$ cat src/rtl/aes_pkg.sv
// Shared AES helpers: S-box lookup, SubWord/RotWord, xtime, key-length encoding.
// Pure combinational functions; no latency of their own.
// No handshake: callers use these inside their own combinational logic.
package aes_pkg;

  // Words per state column group (block size in 32-bit words).
  localparam int Nb = 4;

  // Key length selector; nk_of() maps it to the number of key words.
  typedef enum logic [1:0] {
    AES128 = 2'd0,
    AES192 = 2'd1,
    AES256 = 2'd2
  } key_len_e;

  // Key-schedule engine states.
  typedef enum logic [1:0] {
    KS_IDLE   = 2'd0,
    KS_EXPAND = 2'd1,
    KS_DONE   = 2'd2
  } ks_state_e;

  function automatic int nk_of(input key_len_e kl);
    case (kl)
      AES192:  return 6;
      AES256:  return 8;
      default: return 4;
    endcase
  endfunction

  // Forward S-box, row-major: entry [x] holds S(x).
  localparam logic [0:255][7:0] SBOX = {
    128'h637c777bf26b6fc53001672bfed7ab76,
    128'hca82c97dfa5947f0add4a2af9ca472c0,
    128'hb7fd9326363ff7cc34a5e5f171d83115,
    128'h04c723c31896059a071280e2eb27b275,
    128'h09832c1a1b6e5aa0523bd6b329e32f84,
    128'h53d100ed20fcb15b6acbbe394a4c58cf,
    128'hd0efaafb434d338545f9027f503c9fa8,
    128'h51a3408f929d38f5bcb6da2110fff3d2,
    128'hcd0c13ec5f974417c4a77e3d645d1973,
    128'h60814fdc222a908846eeb814de5e0bdb,
    128'he0323a0a4906245cc2d3ac629195e479,
    128'he7c8376d8dd54ea96c56f4ea657aae08,
    128'hba78252e1ca6b4c6e8dd741f4bbd8b8a,
    128'h703eb5664803f60e613557b986c11d9e,
    128'he1f8981169d98e949b1e87e9ce5528df,
    128'h8ca1890dbfe6426841992d0fb054bb16
  };

  function automatic logic [7:0] sbox(input logic [7:0] b);
    return SBOX[b];
  endfunction

  // Byte 0 of a word is its most significant byte.
  function automatic logic [31:0] sub_word(input logic [31:0] w);
    return {sbox(w[31:24]), sbox(w[23:16]), sbox(w[15:8]), sbox(w[7:0])};
  endfunction

  // [a0,a1,a2,a3] -> [a1,a2,a3,a0]
  function automatic logic [31:0] rot_word(input logic [31:0] w);
    return {w[23:0], w[31:24]};
  endfunction

  // Multiply by x in GF(2^8) modulo x^8+x^4+x^3+x+1.
  function automatic logic [7:0] xtime(input logic [7:0] b);
    return {b[6:0], 1'b0} ^ (b[7] ? 8'h1b : 8'h00);
  endfunction

endpackage

$ cat src/rtl/aes_key_expand.sv
// Iterative AES key schedule: one word per clock into a full round-key register array.
// Latency: key_ready rises 4*(Nr+1)-Nk cycles after the key_load edge (40/46/52).
// No backpressure: key_load is accepted in any state and restarts the schedule.
//
// Ports:
//   clk, rst_b      clock, asynchronous active-low reset
//   key_load, key   one-cycle start strobe and cipher key (word j = key[32*j +: 32])
//   busy            high while words are being generated
//   key_ready       high while rkey holds a complete, frozen schedule
//   rkey            schedule words, rkey[i] = w[i]
module aes_key_expand
  import aes_pkg::*;
#(
  parameter int Nk = 4,
  parameter int Nr = Nk + 6
) (
  input  logic                          clk,
  input  logic                          rst_b,
  input  logic                          key_load,
  input  logic [32*Nk-1:0]              key,
  output logic                          busy,
  output logic                          key_ready,
  output logic [Nb*(Nr+1)-1:0][31:0]    rkey
);

  localparam int NW = Nb * (Nr + 1);
  localparam int IW = $clog2(NW);
  localparam int WW = $clog2(Nk);

  localparam logic [IW-1:0] NK_IDX   = IW'(Nk);
  localparam logic [IW-1:0] LAST_IDX = IW'(NW - 1);
  localparam logic [WW-1:0] WRAP_MAX = WW'(Nk - 1);

  ks_state_e                 state_q, state_d;
  logic [IW-1:0]             idx_q, idx_d;
  logic [WW-1:0]             wrap_q, wrap_d;
  logic [7:0]                rcon_q, rcon_d;
  logic [NW-1:0][31:0]       rkey_q, rkey_d;

  logic [IW-1:0]             prev_idx;
  logic [IW-1:0]             back_idx;
  logic [31:0]               temp;
  logic [31:0]               new_word;

  // Word being produced is w[idx]; it depends on w[idx-1] and w[idx-Nk].
  // The clamps only matter outside EXPAND, where the result is unused.
  always_comb begin
    prev_idx = (idx_q != '0) ? idx_q - IW'(1) : '0;
    back_idx = (idx_q >= NK_IDX) ? idx_q - NK_IDX : '0;
  end

  // wrap_q tracks idx mod Nk so no divider is needed.
  always_comb begin
    temp = rkey_q[prev_idx];
    if (wrap_q == '0) begin
      temp = sub_word(rot_word(temp)) ^ {rcon_q, 24'h0};
    end else if ((Nk == 8) && (int'(wrap_q) == 4)) begin
      temp = sub_word(temp);
    end
    new_word = rkey_q[back_idx] ^ temp;
  end

  always_comb begin
    state_d = state_q;
    idx_d   = idx_q;
    wrap_d  = wrap_q;
    rcon_d  = rcon_q;
    rkey_d  = rkey_q;

    if (key_load) begin
      // Restart from any state; words above Nk-1 keep stale contents until rewritten.
      for (int j = 0; j < Nk; j++) begin
        rkey_d[j] = key[32*j +: 32];
      end
      idx_d   = NK_IDX;
      wrap_d  = '0;
      rcon_d  = 8'h01;
      state_d = KS_EXPAND;
    end else begin
      case (state_q)
        KS_EXPAND: begin
          rkey_d[idx_q] = new_word;
          if (wrap_q == '0) begin
            rcon_d = xtime(rcon_q);
          end
          wrap_d = (wrap_q == WRAP_MAX) ? '0 : wrap_q + WW'(1);
          if (idx_q == LAST_IDX) begin
            state_d = KS_DONE;
          end else begin
            idx_d = idx_q + IW'(1);
          end
        end
        default: begin
          // IDLE waits for a key; DONE holds the schedule frozen.
        end
      endcase
    end
  end

  always_ff @(posedge clk or negedge rst_b) begin
    if (!rst_b) begin
      state_q <= KS_IDLE;
      idx_q   <= '0;
      wrap_q  <= '0;
      rcon_q  <= 8'h01;
      rkey_q  <= '0;
    end else begin
      state_q <= state_d;
      idx_q   <= idx_d;
      wrap_q  <= wrap_d;
      rcon_q  <= rcon_d;
      rkey_q  <= rkey_d;
    end
  end

  assign busy      = (state_q == KS_EXPAND);
  assign key_ready = (state_q == KS_DONE);
  assign rkey      = rkey_q;

endmodule

$ cat config.mk
export PLATFORM = sky130hd
export DESIGN_NAME = aes_key_expand
export DESIGN_NICKNAME = d
export VERILOG_FILES = /design/src/rtl/aes_pkg.sv /design/src/rtl/aes_key_expand.sv
export SDC_FILE = /design/constraint.sdc
export NUM_CORES = 2
export LEC_CHECK = 0
export CAP_MARGIN = 5
export CORE_AREA = 2 2 600 602
export CTS_CLUSTER_SIZE = 10
export DETAILED_ROUTE_END_ITERATION = 7
export DIE_AREA = 0 0 602 604
export PLACE_DENSITY = 0.51
export SLEW_MARGIN = 20
export SYNTH_ARGS = -nofsm -noshare
export SYNTH_HDL_FRONTEND = slang
export SYNTH_SLANG_ARGS = --single-unit
$ cat constraint.sdc
create_clock -name clk -period 23.6 [get_ports clk]
set_input_delay 4.72 -clock clk [delete_from_list [all_inputs] [get_ports clk]]
set_output_delay 4.72 -clock clk [all_outputs]
set_load 0.01 [all_outputs]
==> results.py <==
metrics = {
    "logic_synthesis": {
        "synth-edff-count": 0,
        "yosysTopAreaCell": "dfrtp_1",
        "synthTopCellsByCount": "2323 x nand2_1, 1620 x o21ai_0, 1425 x dfrtp_1",
        "synth_area_sq_um": 92700,
        "ys_types": 113,
        "yosys.area_share.simple": 0.186,
        "synthMuxAreaShare": 0.0490,
        "syn_inst": 11608,
        "synth_area_leaders": "dfrtp_1 38%, nand2_1 9.4%, o21ai_0 8.7%",
        "yosysWarnings": 0,
        "synth_top_flop_cell": "dfrtp_1",
        "yosys.area_share.adder": 0.00890,
        "yosysMostFrequentCell": "nand2_1",
        "synth_compound_area_frac": 0.300,
        "synth_area_per_cell_sq_um": 7.99,
        "synth_top_area_frac": 0.384,
        "synthXorXnorAreaFrac": 0.00633,
        "synth_top_family_by_area": "compound AO/OA/AOI/OAI gates",
        "yosys_register_bits": 1426,
        "async_flop_share": 1.00,
        "synthesis.nets": 11805,
        "yosysSeqAreaShare": 0.385,
    },
    "power": {
        "power_density_nw_per_um2": 119,
        "power_mw": 14.2,
        "p_leak_nw": 46.2,
        "ir_drop_mv": 0.133,
    },
    "setup_path": {
        "crit_path_start_kind": "flop",
        "crit_fanout": 42,
        "crit_buf_inv": 8,
        "crit_path_cell_trace": "inv_8 -> ha_4 -> and4bb_4 -> buf_4 -> buf_4 -> buf_4 -> nor2_1 -> a22oi_1 -> o2111ai_1 -> o221a_2 -> and4_1 -> inv_1 -> buf_4 -> ha_1 -> inv_1 -> nor2_1 -> o32ai_1 -> a22oi_1 -> nand3_1 -> a41oi_1 -> a21oi_1 -> xor2_4 -> buf_4 -> o21ai_0",
        "cp-end-kind": "flop",
        "critPathArrivalTime_ns": 12.37,
        "setup.worst_path.class": "flop to flop",
        "cp_slowest_cell": "buf_4",
        "cp_top_family": "buffers and inverters",
        "cp.required_ns": 24.38,
        "critPathMostFrequentCell": "buf_4",
        "max_stage_delay_ns": 0.75,
    },
    "layout": {
        "regArea_sq_um": 35700,
        "nNetsFinal": 12668,
        "drive_above_1_share": 0.0843,
        "fin_util": 0.334,
        "areaGrowthSynthToFinish_pct": 28.7,
        "multi_input_area_sq_um": 52500,
        "n_fill_cell": 37582,
    },
    "global_route": {
        "grt_max_degree": 153,
        "grt_pass1_vias": 100833,
        "grt_antenna_before_repair": 82,
        "overflow": 0,
        "grtUsageTotal": 0.416,
        "grt_pass1_wl_microns": 1020000,
    },
    "sta": {
        "worstMarginPinSlew_ns": 1.33,
        "period_needed_ns": 11.59,
        "period_share": 0.491,
        "rsz0062_at_grt": "false",
        "skew_ns": 0.157,
        "report.final.slew_viol_count": 0,
        "setup-violations-final": 0,
        "slew_headroom": 0.114,
        "fin_tns_setup_ns": 0,
        "hold_violations": 0,
        "fmax_mhz": 86.3,
        "whs_ns": 0.530,
    },
    "min_path": {
        "worstHoldPathType": "flop to flop",
    },
    "floorplanning": {
        "dieArea_sq_um": 364000,
        "die_y_microns": 604,
        "coreArea_sq_um": 358000,
        "die_width_microns": 602,
        "ios": 1541,
        "start_util": 0.259,
        "rows": 220,
    },
    "routing": {
        "route.antenna.remaining_nets": 0,
        "met1_length_microns": 280000,
        "dr.max_layer_used": "met5",
        "drt-total-wl_microns": 788000,
        "routed_via_density": 6.38,
        "drtIter0Drc": 17477,
        "dr.pass1.iters": 7,
        "met2_length_microns": 324000,
        "route.vias.total": 111079,
        "route.met3.wl_microns": 89600,
        "drcViolationCount": 0,
        "wire_per_inst_microns": 45.2,
    },
    "clock_network": {
        "clkTransAtPathRegs_ns": 0.06,
        "cts_max_level": 4,
        "insertion_delay_ns": 1.03,
        "cts_setup_buffers": 0,
        "cts_sinks": 1426,
        "cts_root_buf": "clkbuf_16",
        "clockBufferDepth": 4,
        "cts_resized": 0,
        "cts_tree": "done",
        "numCtsBuffers": 187,
        "cts_hold_buf": 0,
    },
    "placed_design": {
        "dp.final_hpwl_microns": 569000,
        "io_buffers": 1540,
        "gp_congestion": 1.05,
    },
    "flow_run": {
        "max_cap_viol_count": 0,
    },
    "run_status": {
        "status": "completed",
    },
}
[where the power goes]
part | switching (mW) | total [mW] | internal (mW) | leakage [nW]
combinational | 6.20 | 8.21 | 2.01 | 24.0
clock | 1.26 | 2.90 | 1.64 | 2.87
sequential | 0.435 | 3.12 | 2.69 | 19.4
total | 7.90 | 14.2 | 6.34 | 46.2
[kinds of logic (layout without fill, tap and decap cells)]
logic type	Yosys count	in the layout
AOI/OAI and AO/OA	4309	4309
xor gates and xnor gates	61	61
adders and majority gates	66	66
buffers and inverters	1365	2342
DFF	1426	1426
muxes	415	415
other	0	62
and+or+nand+nor	3966	3966
[area by class of cell]
class / instances / share of cell area
repair buffers: 1976 / 0.159
well taps: 4773 / 0.0500
inverters: 63 / 0.00215
clock buffers: 269 / 0.0452
multi-input cells: 8817 / 0.440
diodes: 62 / 0.00130
flip-flops and latches: 1426 / 0.299
clock inverters: 34 / 0.00378
[per-stage QoR]
step,setup WS [ns],cell area [sq um],instances
floorplan,15.88,92700,11608
global placement,12.35,113000,17047
detailed placement,12.46,113000,17051
CTS,12.41,119000,17354
global route,12.26,119000,17390
finish,12.01,119000,17420
[path summary, 6_finish.rpt]
kind | startpoint | endpoint | slack [ns] | cells past startpoint
max | idx_q[0] | rkey[1328] | 12.01 | 24
min in group asynchronous | rst_b | rkey[1222] | 3.77 | 1
max in group asynchronous | rst_b | rkey[765] | 15.55 | 6
max reg2reg | idx_q[0] | rkey[1328] | 12.01 | 24
min reg2reg | rkey[1057] | rkey[1057] | 0.53 | 2
min | rkey[1057] | rkey[1057] | 0.53 | 2
[sequential cells by signal, summed over array words and instances (netlist names)]
register,cells
state_q,2
rkey,1408
rcon_q,8
idx_q,6
wrap_q,2
[layer usage]
layer,GRT usage,vias to the layer above
met3,0.141,2263
met1,0.477,55651
li1,-,44669
met5,0.00185,-
met4,0.403,24
met2,0.600,8472
[cell usage in the layout (no fill, tap or decap), types with 47 or more instances in the layout]
master,Yosys,final
diode_2,0,62
a221o_1,68,68
and2_1,48,48
clkbuf_16,0,188
nand3_1,458,455
a31oi_1,154,148
o21ai_0,1620,1611
mux2_2,51,51
mux2i_1,338,337
nor2_1,431,413
and3_1,139,137
inv_1,50,47
buf_4,82,414
nand2_1,2323,2266
nor2b_1,61,60
a311oi_1,158,151
dfrtp_1,1425,1422
a211oi_1,262,255
o221ai_1,96,96
nor3_1,296,287
a22oi_1,164,163
o21ai_1,243,244
a221oi_1,296,294
ha_1,66,64
a21oi_1,498,493
o22ai_1,69,68
o211ai_1,120,120
clkdlybuf4s50_1,0,1538
[tightest hold or removal path, delay by kind of cell, from the launching register on]
family          cells  cell delay (ns)
flops               1             0.38
simple gates        1             0.05
compound gates      1             0.06
Power figures use the tool's default switching activity.
